### src/rtl/des_round_engine.sv
// des_round_engine: iterative DES datapath (IP, 16 Feistel rounds, FP).
// Takes one 64-bit block per in_valid/in_ready handshake and presents the
// result on data_out with out_valid held until out_ready. The 16 round keys
// arrive on one packed bus and are always applied in index order 1..16.
// Encrypt or decrypt is decided only by the key order upstream presents.
//
// Ports:
//   clk        system clock, rising edge
//   rst        asynchronous reset, active high
//   in_valid   data_in valid
//   in_ready   engine can accept a block this cycle
//   data_in    64-bit block, bit 63 = DES bit 1
//   roundkeys  roundkey_1 at [767:720] ... roundkey_16 at [47:0]
//   out_valid  data_out valid, held until taken
//   out_ready  consumer accepts data_out
//   data_out   64-bit result, bit 63 = DES bit 1
//   busy       high while rounds are in progress
//
// Parameter ROUNDS_PER_CYCLE (1,2,4,8,16): Feistel rounds chained per clock.
// Macro DES_KEY_LATCH_EN: when defined, roundkeys is captured on each accept
// edge and the rounds use that copy; otherwise the live bus is used and must
// stay stable from the accept edge through the final round edge.
//
// state | meaning
// IDLE  | waiting for a block, in_ready=1
// ROUND | applying ROUNDS_PER_CYCLE rounds per edge
// DONE  | result held on data_out, out_valid=1
module des_round_engine #(
  parameter int ROUNDS_PER_CYCLE = 1
) (
  input  logic         clk,
  input  logic         rst,
  input  logic         in_valid,
  output logic         in_ready,
  input  logic [63:0]  data_in,
  input  logic [767:0] roundkeys,
  output logic         out_valid,
  input  logic         out_ready,
  output logic [63:0]  data_out,
  output logic         busy
);

  if (ROUNDS_PER_CYCLE != 1 && ROUNDS_PER_CYCLE != 2 && ROUNDS_PER_CYCLE != 4 &&
      ROUNDS_PER_CYCLE != 8 && ROUNDS_PER_CYCLE != 16) begin : g_bad_rpc
    $fatal(1, "des_round_engine: ROUNDS_PER_CYCLE must be 1, 2, 4, 8 or 16");
  end

  // Tables use DES 1-based bit numbering, bit 1 = MSB.
  localparam logic [6:0] IP_T [0:63] = '{
    58, 50, 42, 34, 26, 18, 10, 2, 60, 52, 44, 36, 28, 20, 12, 4,
    62, 54, 46, 38, 30, 22, 14, 6, 64, 56, 48, 40, 32, 24, 16, 8,
    57, 49, 41, 33, 25, 17,  9, 1, 59, 51, 43, 35, 27, 19, 11, 3,
    61, 53, 45, 37, 29, 21, 13, 5, 63, 55, 47, 39, 31, 23, 15, 7};
  localparam logic [6:0] FP_T [0:63] = '{
    40, 8, 48, 16, 56, 24, 64, 32, 39, 7, 47, 15, 55, 23, 63, 31,
    38, 6, 46, 14, 54, 22, 62, 30, 37, 5, 45, 13, 53, 21, 61, 29,
    36, 4, 44, 12, 52, 20, 60, 28, 35, 3, 43, 11, 51, 19, 59, 27,
    34, 2, 42, 10, 50, 18, 58, 26, 33, 1, 41,  9, 49, 17, 57, 25};
  localparam logic [6:0] E_T [0:47] = '{
    32,  1,  2,  3,  4,  5,  4,  5,  6,  7,  8,  9,
     8,  9, 10, 11, 12, 13, 12, 13, 14, 15, 16, 17,
    16, 17, 18, 19, 20, 21, 20, 21, 22, 23, 24, 25,
    24, 25, 26, 27, 28, 29, 28, 29, 30, 31, 32,  1};
  localparam logic [6:0] P_T [0:31] = '{
    16,  7, 20, 21, 29, 12, 28, 17,  1, 15, 23, 26,  5, 18, 31, 10,
     2,  8, 24, 14, 32, 27,  3,  9, 19, 13, 30,  6, 22, 11,  4, 25};
  // Each S-box: 64 nibbles, entry (row*16+col) at the MSB end first.
  localparam logic [255:0] S_T [0:7] = '{
    256'hE4D12FB83A6C5907_0F74E2D1A6CB9538_41E8D62BFC973A50_FC8249175B3EA06D,
    256'hF18E6B34972DC05A_3D47F28EC01A69B5_0E7BA4D158C6932F_D8A13F42B67C05E9,
    256'hA09E63F51DC7B428_D709346A285ECBF1_D6498F30B12C5AE7_1AD069874FE3B52C,
    256'h7DE3069A1285BC4F_D8B56F03472C1AE9_A690CB7DF13E5284_3F06A1D8945BC72E,
    256'h2C417AB6853FD0E9_EB2C47D150FA3986_421BAD78F9C5630E_B8C71E2D6F09A453,
    256'hC1AF92680D34E75B_AF427C9561DE0B38_9EF528C3704A1DB6_432C95FABE17608D,
    256'h4B2EF08D3C975A61_D0B7491AE35C2F86_14BDC37EAF680592_6BD814A7950FE23C,
    256'hD2846FB1A93E50C7_1FD8A374C56B0E92_7B419CE206ADF358_21E74A8DFC90356B};

  function automatic logic [63:0] ip_f(input logic [63:0] x);
    logic [63:0] y;
    y = '0;
    for (int i = 0; i < 64; i++) y[6'(63 - i)] = x[6'(64 - int'(IP_T[i]))];
    return y;
  endfunction

  function automatic logic [63:0] fp_f(input logic [63:0] x);
    logic [63:0] y;
    y = '0;
    for (int i = 0; i < 64; i++) y[6'(63 - i)] = x[6'(64 - int'(FP_T[i]))];
    return y;
  endfunction

  function automatic logic [3:0] sbox_f(input logic [2:0] n, input logic [5:0] b);
    logic [5:0] idx;
    idx = {b[5], b[0], b[4:1]};   // row = outer bits, col = inner four
    return S_T[n][8'(255 - 4 * int'(idx)) -: 4];
  endfunction

  function automatic logic [31:0] f_f(input logic [31:0] r, input logic [47:0] k);
    logic [47:0] e;
    logic [31:0] s;
    logic [31:0] y;
    e = '0;
    s = '0;
    y = '0;
    for (int i = 0; i < 48; i++) e[6'(47 - i)] = r[5'(32 - int'(E_T[i]))];
    e = e ^ k;
    for (int n = 0; n < 8; n++)
      s[5'(31 - 4 * n) -: 4] = sbox_f(3'(n), e[6'(47 - 6 * n) -: 6]);
    for (int i = 0; i < 32; i++) y[5'(31 - i)] = s[5'(32 - int'(P_T[i]))];
    return y;
  endfunction

  typedef enum logic [1:0] {IDLE, ROUND, DONE} state_t;

  state_t       state_q, state_d;
  logic [31:0]  l_q, r_q, l_c, r_c, tmp_c;
  logic [4:0]   round_cnt_q;
  logic [63:0]  data_out_q;
  logic [767:0] keys_used;
  logic [47:0]  key_arr [0:15];
  logic [3:0]   kidx;
  logic         accept, last_step;

`ifdef DES_KEY_LATCH_EN
  logic [767:0] key_q;

  always_ff @(posedge clk or posedge rst) begin
    if (rst)         key_q <= '0;
    else if (accept) key_q <= roundkeys;
  end

  assign keys_used = key_q;
`else
  assign keys_used = roundkeys;
`endif

  for (genvar g = 0; g < 16; g++) begin : g_keys
    assign key_arr[g] = keys_used[767 - 48 * g -: 48];
  end

  assign in_ready  = (state_q == IDLE) || ((state_q == DONE) && out_ready);
  assign accept    = in_valid && in_ready;
  assign out_valid = (state_q == DONE);
  assign busy      = (state_q == ROUND);
  assign data_out  = data_out_q;
  assign last_step = (round_cnt_q + 5'(ROUNDS_PER_CYCLE)) == 5'd16;

  // Chained Feistel rounds for one clock.
  always_comb begin
    l_c   = l_q;
    r_c   = r_q;
    tmp_c = '0;
    kidx  = '0;
    for (int j = 0; j < ROUNDS_PER_CYCLE; j++) begin
      kidx  = round_cnt_q[3:0] + 4'(j);
      tmp_c = r_c;
      r_c   = l_c ^ f_f(r_c, key_arr[kidx]);
      l_c   = tmp_c;
    end
  end

  always_ff @(posedge clk or posedge rst) begin
    if (rst) state_q <= IDLE;
    else     state_q <= state_d;
  end

  always_comb begin
    state_d = state_q;
    unique case (state_q)
      IDLE:    if (in_valid) state_d = ROUND;
      ROUND:   if (last_step) state_d = DONE;
      DONE:    if (out_ready) state_d = in_valid ? ROUND : IDLE;
      default: state_d = IDLE;
    endcase
  end

  always_ff @(posedge clk or posedge rst) begin
    if (rst) begin
      l_q         <= '0;
      r_q         <= '0;
      round_cnt_q <= '0;
      data_out_q  <= '0;
    end else if (accept) begin
      {l_q, r_q}  <= ip_f(data_in);
      round_cnt_q <= '0;
    end else if (state_q == ROUND) begin
      l_q         <= l_c;
      r_q         <= r_c;
      round_cnt_q <= round_cnt_q + 5'(ROUNDS_PER_CYCLE);
      // Halves are swapped back before FP after round 16.
      if (last_step) data_out_q <= fp_f({r_c, l_c});
    end
  end

endmodule

### config.mk
export PLATFORM = sky130hd
export DESIGN_NAME = des_round_engine
export DESIGN_NICKNAME = d
export VERILOG_FILES = /design/src/rtl/des_round_engine.sv
export SDC_FILE = /design/constraint.sdc
export NUM_CORES = 1
export LEC_CHECK = 0
export CAP_MARGIN = 30
export CORE_AREA = 5 5 351 353
export CTS_CLUSTER_SIZE = 8
export DETAILED_ROUTE_END_ITERATION = 8
export DIE_AREA = 0 0 356 358
export GPL_ROUTABILITY_DRIVEN = 0
export GPL_TIMING_DRIVEN = 1
export PLACE_DENSITY = 0.3
export SYNTH_ARGS = -nofsm -noshare
export SYNTH_HDL_FRONTEND = slang
export SYNTH_SLANG_ARGS = --single-unit
### constraint.sdc
create_clock -name clk -period 7 [get_ports clk]
set_input_delay 1.05 -clock clk [delete_from_list [all_inputs] [get_ports clk]]
set_output_delay 1.05 -clock clk [all_outputs]
set_load 0.02 [all_outputs]
* After elaboration in Yosys (flattened, before gate mapping) *
Index checks and enable logic that the tools add are counted.

operators by class
  multiplexer cells = 14
  reductions and logical operators = 7
  add/sub/neg operators = 5
  $lt $le $gt $ge = 1
  equality and inequality tests = 6
  bitwise operators = 4
  shifts and indexed selects = 4

operators with widths
  cell                                                         number
  variable part select 259 x 8 -> 3 bit, first input constant  2
  variable part select 259 x 8 -> 2 bit, first input constant  1
  variable part select 259 x 8 -> 4 bit, first input constant  1
  binary-select mux 48 bit (select 4 bit)                      1
  two-way mux 32 bit                                           4
  two-way mux 24 bit                                           2
  subtractor 8 bit, first input constant                       4
  XOR 32 x 16 -> 32 bit                                        1
  XOR 24 bit                                                   1
  two-way mux 5 bit                                            2
  two-way mux 2 bit                                            3
  one-hot mux 2 bit (3 select lines)                           1
  AND reduction 3 bit                                          2
  adder 5 x 1 -> 5 bit, second input constant                  1
  equality test 5 bit, second input constant                   1
  greater-or-equal comparator 5 bit, second input constant     1
  inverter 4 -> 5 bit                                          1
  inequality test 2 x 1 -> 1 bit, second input constant        2
  equality test 2 x 1 -> 1 bit, second input constant          1
  equality test 2 bit, second input constant                   1
  logical AND 1 bit                                            2
  logical NOT 2 bit                                            1
  inequality test 2 bit, second input constant                 1
  nonzero test 2 bit                                           1
  other kinds (3)                                              3

storage, ports and cells
  word-level logic and storage cells = 46
  output and inout bits = 67
  bits of input ports = 836
  bits in registers = 87

* Logic depth before layout (Yosys ltp) *
Gate-level depths: netlist of run 1.

  depth after elaboration = 10
  gate-level depth with buffers = 12
  mapped depth without buffers = 9

* Worst setup path before layout of run 1 *
Ideal clock, no wire load.

  kind = in2reg
  start point = input port roundkeys[490]
  end point = register r_q[0] (netlist: l_c[0])
  buffers on the path = 0
  arrival = 3.142 ns
  path slack = 3.772 ns
  stages = 9
  data required time = 6.913 ns
  library setup time = 0.087 ns
  path through = mux4_1 > o22a_1 > o221a_2 > xnor2_2 > nand2_1 > and4_1 > o32ai_1 > mux2_1 > o211ai_1

between the ends
  longest elaborated chain between the ends = 9

ends and longest elaborated chain
  what                                                    line  source
  start: declaration                                      36    input logic [767:0] roundkeys,
  binary-select mux 48 bit (select 4 bit)                 157   r_c = l_c ^ f_f(r_c, key_arr[kidx]);
  two-way mux 24 bit (implied by the code) (2 in series)  157
  XOR 24 bit                                              106   e = e ^ k;
  subtractor 8 bit                                        95    return S_T[n][8'(255 - 4 * int'(idx)) -: 4];
  variable part select 259 x 8 -> 4 bit                   95
  XOR 32 x 16 -> 32 bit                                   157
  two-way mux 32 bit                                      186   end else if (state_q == ROUND) begin
  two-way mux 32 bit                                      183   end else if (accept) begin
  end signal: assignment                                  184   {l_q, r_q} <= ip_f(data_in);
  end signal: assignment                                  188   r_q <= r_c;
  end: declaration                                        116   logic [31:0] l_q, r_q, l_c, r_c, tmp_c;

No other way between the ends. The select of a mux whose other input is x is not followed.
A chain may end at the register's enable or synchronous reset.

* Worst setup path in the final report of run 1 *
  start point = register round_cnt_q[0]
  end point = register r_q[13] (netlist: l_c[13])

between the ends
  longest elaborated chain between the ends = 10

ends and longest elaborated chain
  what                                                    line  source
  start: declaration                                      117   logic [4:0] round_cnt_q;
  start signal: assignment                                189   round_cnt_q <= round_cnt_q + 5'(ROUNDS_PER_CYCLE);
  inverter 4 -> 5 bit (implied by the code)               157
  binary-select mux 48 bit (select 4 bit)                 157
  two-way mux 24 bit (implied by the code) (2 in series)  157
  XOR 24 bit                                              106
  subtractor 8 bit                                        95
  variable part select 259 x 8 -> 3 bit                   95
  XOR 32 x 16 -> 32 bit                                   157
  two-way mux 32 bit                                      186
  two-way mux 32 bit                                      183

No other way between the ends. The select of a mux whose other input is x is not followed.

==> results of run 1 <==
==> registers in the layout (all words and copies together) (netlist names) <==
signal	flops
round_cnt_q	5
data_out	16
l_q	14
l_c	20
state_q	2
==> where the power goes <==
part / internal, mW / switching [mW]
registers: 0.466 / 0.232
logic: 1.24 / 1.32
clock network: 0.352 / 0.211
==> cell usage in the layout (no fill, tap or decap), types with 4 or more instances in the layout <==
| cell | netlist | layout |
|---|---|---|
| clkdlybuf4s50_1 | 0 | 310 |
| nand2_1 | 75 | 75 |
| mux4_2 | 64 | 64 |
| dfrtp_1 | 57 | 54 |
| conb_1 | 1 | 48 |
| mux2i_1 | 19 | 19 |
| o21ai_0 | 18 | 18 |
| mux2_2 | 16 | 16 |
| a22oi_1 | 14 | 14 |
| nand3_1 | 14 | 14 |
| nor2_1 | 12 | 12 |
| buf_4 | 50 | 12 |
| a21oi_1 | 10 | 10 |
| xor2_1 | 10 | 10 |
| xnor2_1 | 9 | 9 |
| clkbuf_16 | 0 | 9 |
| o22a_1 | 8 | 8 |
| o221a_2 | 8 | 8 |
| xnor2_2 | 5 | 5 |
| a31oi_1 | 5 | 5 |
| nor2b_1 | 4 | 4 |
| nand2b_1 | 5 | 4 |
==> cells in the mapped netlist, drive strengths merged, types with 2 or more instances <==
library cell	count
nand2	75
buf	73
mux4	67
dfrtp	57
o21ai	20
mux2i	19
mux2	17
a22oi	14
nand3	14
xnor2	14
clkbuf	12
nor2	12
xor2	11
a21oi	10
o221a	8
o22a	8
nand2b	6
a31oi	5
inv	5
and2	4
nor2b	4
a221oi	3
and3	3
o211ai	3
o22ai	3
or2	3
a211o	2
a21o	2
a22o	2
nand3b	2
or3	2
==> layer usage <==
metal,vias to the layer above,part of all wire [%]
li1,2364,-
met1,2481,45
met2,334,43
met3,15,10
met4,0,0.99
met5,-,0
==> worst paths after layout <==
check,from,endpoint,slack [ns]
min reg2reg,l_c[29]$_DFFE_PP0P_,l_c[29]$_DFFE_PP0P_,0.50
max,round_cnt_q[0]$_DFFE_PP0P_,l_c[13]$_DFFE_PP0P_,3.02
min in group asynchronous,rst,data_out[5]$_DFFE_PP0P_,1.10
max in group asynchronous,rst,l_c[6]$_DFFE_PP0P_,5.33
min,l_c[29]$_DFFE_PP0P_,l_c[29]$_DFFE_PP0P_,0.50
max reg2reg,round_cnt_q[0]$_DFFE_PP0P_,l_c[13]$_DFFE_PP0P_,3.02
==> critical path: stages, from the launching register on <==
cell      delay (ns)
dfrtp_4         0.84
buf_4           0.56
mux4_2          0.57
a22o_1          0.33
a221oi_4        0.38
mux2i_1         0.27
nand3b_1        0.10
a21oi_1         0.45
xnor2_1         0.18
a21oi_1         0.08
==> kinds of logic (layout without fill, tap and decap cells) <==
logic type,Yosys count,after routing,synth area share (%)
adders and majority gates,2,2,0.414
buffers and inverters,90,344,11.0
and+or+nand+nor,127,127,10.6
other,1,51,0.0690
DFF,57,57,26.2
xor gates and xnor gates,25,25,4.86
muxes,103,103,35.0
AOI/OAI and AO/OA,86,86,11.8
==> cell type report <==
class	instances	area share, %
sequential	57	13.5
multi-input combinational	391	33.8
tap	1612	19.0
inverter	5	0.177
timing repair buffer	323	30.2
clock buffer	9	2.12
clock inverter	7	1.18
antenna	3	0.0706
==> summary.md, run 1 <==
| Metric | Value |
|---|---|
| Status | `completed` |
| Placement Cell Area | `10300 um2` |
| # hold bufs at CTS | `0` |
| FF+latch area | `1440 um2` |
| Area of the core | `119000 um2` |
| Crit-path max FO | `26` |
| Sequential share of the synthesized area | `26.2%` |
| Count of pins over their slew limit | `0` |
| Post-route clock skew | `0.0174 ns` |
| Worst EP arrival | `4.21 ns` |
| Port Buf Inserts | `310` |
| Max Freq | `251 MHz` |
| Post-synth EDFFs | `0` |
| WHS | `0.497 ns` |
| Pin count of the biggest net entering global routing | `42` |
| Met2 GRT Util | `8.57%` |
| Worst reg2reg path depth | `9` |
| Maximum VDD drop | `0.125 mV` |
| Buffer count from post-CTS setup fixing | `0` |
| Mapped Avg Cell Area | `11.1 um2` |
| Die ar. | `127000 um2` |
| DR vias | `5194` |
| Total GRT Usage | `5.51%` |
| RSZ-0062 raised after global routing | `no` |
| Hold Path Class | `flip-flop to flip-flop` |
| Vias in the first global route | `5754` |
| Ports | `903` |
| Starting Density | `4.55%` |
| Least-Margin Pin Slew | `0.953 ns` |
| Clock transition at the registers of the reported paths | `0.07 ns` |
| Synth top area cells | `mux4_2 (27%), dfrtp_1 (26%), buf_4 (6.9%)` |
| Final hold vios | `0` |
| Synth Instances | `491` |
| Multi-input gate area | `3590 um2` |
| Largest area contributor in the netlist | `mux4_2` |
| Antenna-violating nets left | `0` |
| DP HPWL | `30000 um` |
| PwrDens | `359 nW/um2` |
| Async SR Flop Fraction | `100%` |
| # setup viols final | `0` |
| Ratio of final minimum period to clock period | `56.8%` |
| Startpoint types | `flip-flop` |
| Clock buffer depth | `2` |
| Layout cells sized above 1 | `17.2%` |
| Die H | `358 um` |
| Number of max-cap violations | `0` |
| Data required, critical path | `7.23 ns` |
| Total clock sinks | `57` |
| Residual DRC | `0` |
| Hold depth | `2` |
| Synth unique cells | `60` |
| Initial drt markers | `177` |
| # rows | `127` |
| DR WL/cell | `14.9 um` |
| Post-route cell area | `10600 um2` |
| Synth Cell Area | `5430 um2` |
| Pre-Repair DR Iteration Count | `5` |
| Grt met3 use | `2.26%` |
| Kind of critical path | `flip-flop to flip-flop` |
| Global-route wire length before repair | `47500 um` |
| Vias per inst | `2.16` |
| Setup_tns | `0 ns` |
| Relative max-transition margin | `36.0%` |
| Layout area overhead | `95.6%` |
| Fin cells | `2407` |
| Final Util | `8.90%` |
| Fin worst setup slack | `3.02 ns` |
| Leak pwr | `3.55 nW` |
| GRT met1 Usage | `7.25%` |
| Initial antenna violation count | `7` |
| TritonCTS buffer count | `9` |
| GRT overflow | `0` |
| H-tree depth | `3` |
| Dpl cells | `2388` |
| Share of the synthesized area in the top cell type | `26.5%` |
| Dpl ws | `2.81 ns` |
| Post-CTS sizing | `0` |
| Die Width | `356 um` |
| Fin nets | `1624` |
| WL final | `35800 um` |
| Post-layout min period | `3.98 ns` |
| Final Power | `3.82 mW` |
| Prevailing post-synth register cell | `dfrtp_1` |
| Setup crit end kind | `flip-flop` |
| Clock root cell | `clkbuf_16` |
| CTS tree | `yes` |
| Filler instances | `13881` |
| Syn. warnings | `0` |
| Skew-Pair Late Insertion Delay | `0.37 ns` |
| Busiest layer in global routing | `met2` |
| Post-synthesis register bit count | `57` |
No activity file was read; power rests on OpenSTA's default activity.
==> run 2, diff against run 1 <==
--- a/config.mk
+++ b/config.mk
@@ -6,10 +6,10 @@
 export NUM_CORES = 1
 export LEC_CHECK = 0
 export CAP_MARGIN = 30
-export CORE_AREA = 5 5 351 353
+export CORE_AREA = 5 5 352 354
 export CTS_CLUSTER_SIZE = 8
 export DETAILED_ROUTE_END_ITERATION = 8
-export DIE_AREA = 0 0 356 358
+export DIE_AREA = 0 0 357 359
 export GPL_ROUTABILITY_DRIVEN = 0
 export GPL_TIMING_DRIVEN = 1
 export PLACE_DENSITY = 0.3
==> constraint.sdc (replaced) <==
create_clock -name clk -period 3.22 [get_ports clk]
set_input_delay 0.483 -clock clk [delete_from_list [all_inputs] [get_ports clk]]
set_output_delay 0.483 -clock clk [all_outputs]
set_load 0.02 [all_outputs]
==> summary.md, run 2 (synthesis results as in run 1) <==
| Metric | Value |
|---|---|
| Data required, critical path | `3.53 ns (was 7.23 ns)` |
| Vias in the first global route | `6135 (was 5754)` |
| Clock transition at the registers of the reported paths | `0.07 ns (about the same)` |
| RSZ-0062 raised after global routing | `yes (was no)` |
| DR WL/cell | `14.6 um (was 14.9 um)` |
| DR vias | `5475 (was 5194)` |
| Number of max-cap violations | `0 (unchanged)` |
| FF+latch area | `1440 um2 (unchanged)` |
| Pin count of the biggest net entering global routing | `38 (was 42)` |
| WL final | `36000 um (was 35800 um)` |
| Skew-Pair Late Insertion Delay | `0.37 ns (about the same)` |
| # hold bufs at CTS | `0 (unchanged)` |
| Least-Margin Pin Slew | `0.794 ns (was 0.953 ns)` |
| Fin nets | `1674 (was 1624)` |
| Commonest non-fill, non-tap cell in the layout | `clkdlybuf4s50_1 (unchanged)` |
| Layout cells sized above 1 | `23.8% (was 17.2%)` |
| Die H | `359 um (was 358 um)` |
| Global-route wire length before repair | `48800 um (was 47500 um)` |
| H-tree depth | `3 (unchanged)` |
| Maximum VDD drop | `0.248 mV (was 0.125 mV)` |
| TritonCTS buffer count | `9 (unchanged)` |
| Clock buffer depth | `2 (unchanged)` |
| Filler instances | `13981 (was 13881)` |
| Pre-Repair DR Iteration Count | `4 (was 5)` |
| Antenna-violating nets left | `0 (unchanged)` |
| Final hold vios | `0 (unchanged)` |
| GRT overflow | `0 (unchanged)` |
| DP HPWL | `30600 um (was 30000 um)` |
| Multi-input gate area | `3760 um2 (was 3590 um2)` |
| Max Freq | `321 MHz (was 251 MHz)` |
| Setup_tns | `0 ns (unchanged)` |
| Die Width | `357 um (was 356 um)` |
| Die ar. | `128000 um2 (was 127000 um2)` |
| Leak pwr | `3.88 nW (was 3.55 nW)` |
| Total GRT Usage | `5.52% (was 5.51%)` |
| Post-layout min period | `3.11 ns (was 3.98 ns)` |
| PwrDens | `857 nW/um2 (was 359 nW/um2)` |
| Total clock sinks | `57 (unchanged)` |
| Setup crit end kind | `flip-flop (unchanged)` |
| WHS | `0.500 ns (was 0.497 ns)` |
| Relative max-transition margin | `47.1% (was 36.0%)` |
| Area of the core | `121000 um2 (was 119000 um2)` |
| Worst EP arrival | `3.42 ns (was 4.21 ns)` |
| Clock root cell | `clkbuf_16 (unchanged)` |
| Final Util | `9.38% (was 8.90%)` |
| Most frequent cells in the layout | `clkdlybuf4s50_1 (310), nand2_1 (75), mux4_2 (64) (unchanged)` |
| Crit-path max FO | `7 (was 26)` |
| Layout area overhead | `109% (was 95.6%)` |
| Initial antenna violation count | `14 (was 7)` |
| # rows | `128 (was 127)` |
| Initial drt markers | `188 (was 177)` |
| Ratio of final minimum period to clock period | `96.7% (was 56.8%)` |
| Max reg flops | `20 (unchanged)` |
| Count of pins over their slew limit | `0 (unchanged)` |
| Residual DRC | `0 (unchanged)` |
| Vias per inst | `2.21 (was 2.16)` |
| Kind of critical path | `flip-flop to flip-flop (unchanged)` |
| Port Buf Inserts | `310 (unchanged)` |
| Starting Density | `4.50% (was 4.55%)` |
| # setup viols final | `0 (unchanged)` |
| Post-route clock skew | `0.0112 ns (was 0.0174 ns)` |
| CTS tree | `yes (unchanged)` |
| Ports | `903 (unchanged)` |
| CP Cell Sequence | `buf_12, buf_16, buf_4, mux4_2, o221a_4, xnor2_2, or2_4, a21boi_1, o221ai_1, a2111oi_1, a211o_1 (was buf_4, mux4_2, a22o_1, a221oi_4, mux2i_1, nand3b_1, a21oi_1, xnor2_1, a21oi_1)` |
| Hold Path Class | `flip-flop to flip-flop (unchanged)` |
| CP max stage delay | `0.49 ns (was 0.84 ns)` |
| Status | `completed (unchanged)` |
| Startpoint types | `flip-flop (unchanged)` |
| Slowest-stage cell, CP | `dfrtp_4 (unchanged)` |
==> run 2: layout make-up <==
class	instances	area share [%]
Multi-Input combinational cell	391	33.2
Timing Repair Buffer	373	32.7
Tap cell	1625	17.9
Sequential cell	57	12.7
Clock buffer	9	1.99
Clock inverter	7	1.10
Antenna cell	8	0.177
Inverter	5	0.166
==> run 2: worst paths after layout <==
path,cells past startpoint,startpoint,slack (ns),end
worst min register to register,2,l_c[22]$_DFFE_PP0P_,0.50,l_c[22]$_DFFE_PP0P_
worst max register to register,11,round_cnt_q[0]$_DFFE_PP0P_,0.11,l_c[3]$_DFFE_PP0P_
max in group asynchronous,3,rst,1.97,l_c[0]$_DFFE_PP0P_
worst min-delay path,2,l_c[22]$_DFFE_PP0P_,0.50,l_c[22]$_DFFE_PP0P_
min in group asynchronous,2,rst,0.56,l_c[31]$_DFFE_PP0P_
worst max-delay path,11,round_cnt_q[0]$_DFFE_PP0P_,0.11,l_c[3]$_DFFE_PP0P_
==> run 2: through the flow <==
stage | std cells | cell area [um2] | total power [mW] | setup slack [ns]
CTS | 2463 | 11200 | 9.78 | 0.0426
finish | 2475 | 11300 | 9.71 | 0.107
global route | 2468 | 11300 | 10.6 | -0.0382
floorplan | 538 | 5610 | 5.31 | 0.416
global placement | 2440 | 10700 | 7.95 | -0.0915
detailed placement | 2440 | 10700 | 8.04 | -0.102
==> run 2: critical path: cells and delay by family, from the launching register on <==
kind | cells | cell delay, ns
compound gates | 5 | 1.19
flops | 1 | 0.49
buf+inv | 3 | 0.46
mux | 1 | 0.45
simple gates | 1 | 0.27
xor+xnor | 1 | 0.16
==> run 2: where the power goes <==
group | switching [mW] | internal, mW
sequential | 0.313 | 1.02
clock | 0.477 | 0.766
combinational | 3.50 | 3.64
==> run 2: timing repair <==
action,CTS,global route
resized for setup,17,12
pin swaps,4,3
buffers inserted,7,4
endpoints found under the hold margin,0,0
gates cloned,1,0
endpoints found under the setup margin,5,5
==> run 2: layer usage <==
layer,GRT usage (%),vias to the layer above,wire [um]
li1,-,2476,-
met1,7.02,2622,15900
met2,8.23,337,15200
met3,2.93,30,4490
met4,1.23,10,409
met5,0,-,69
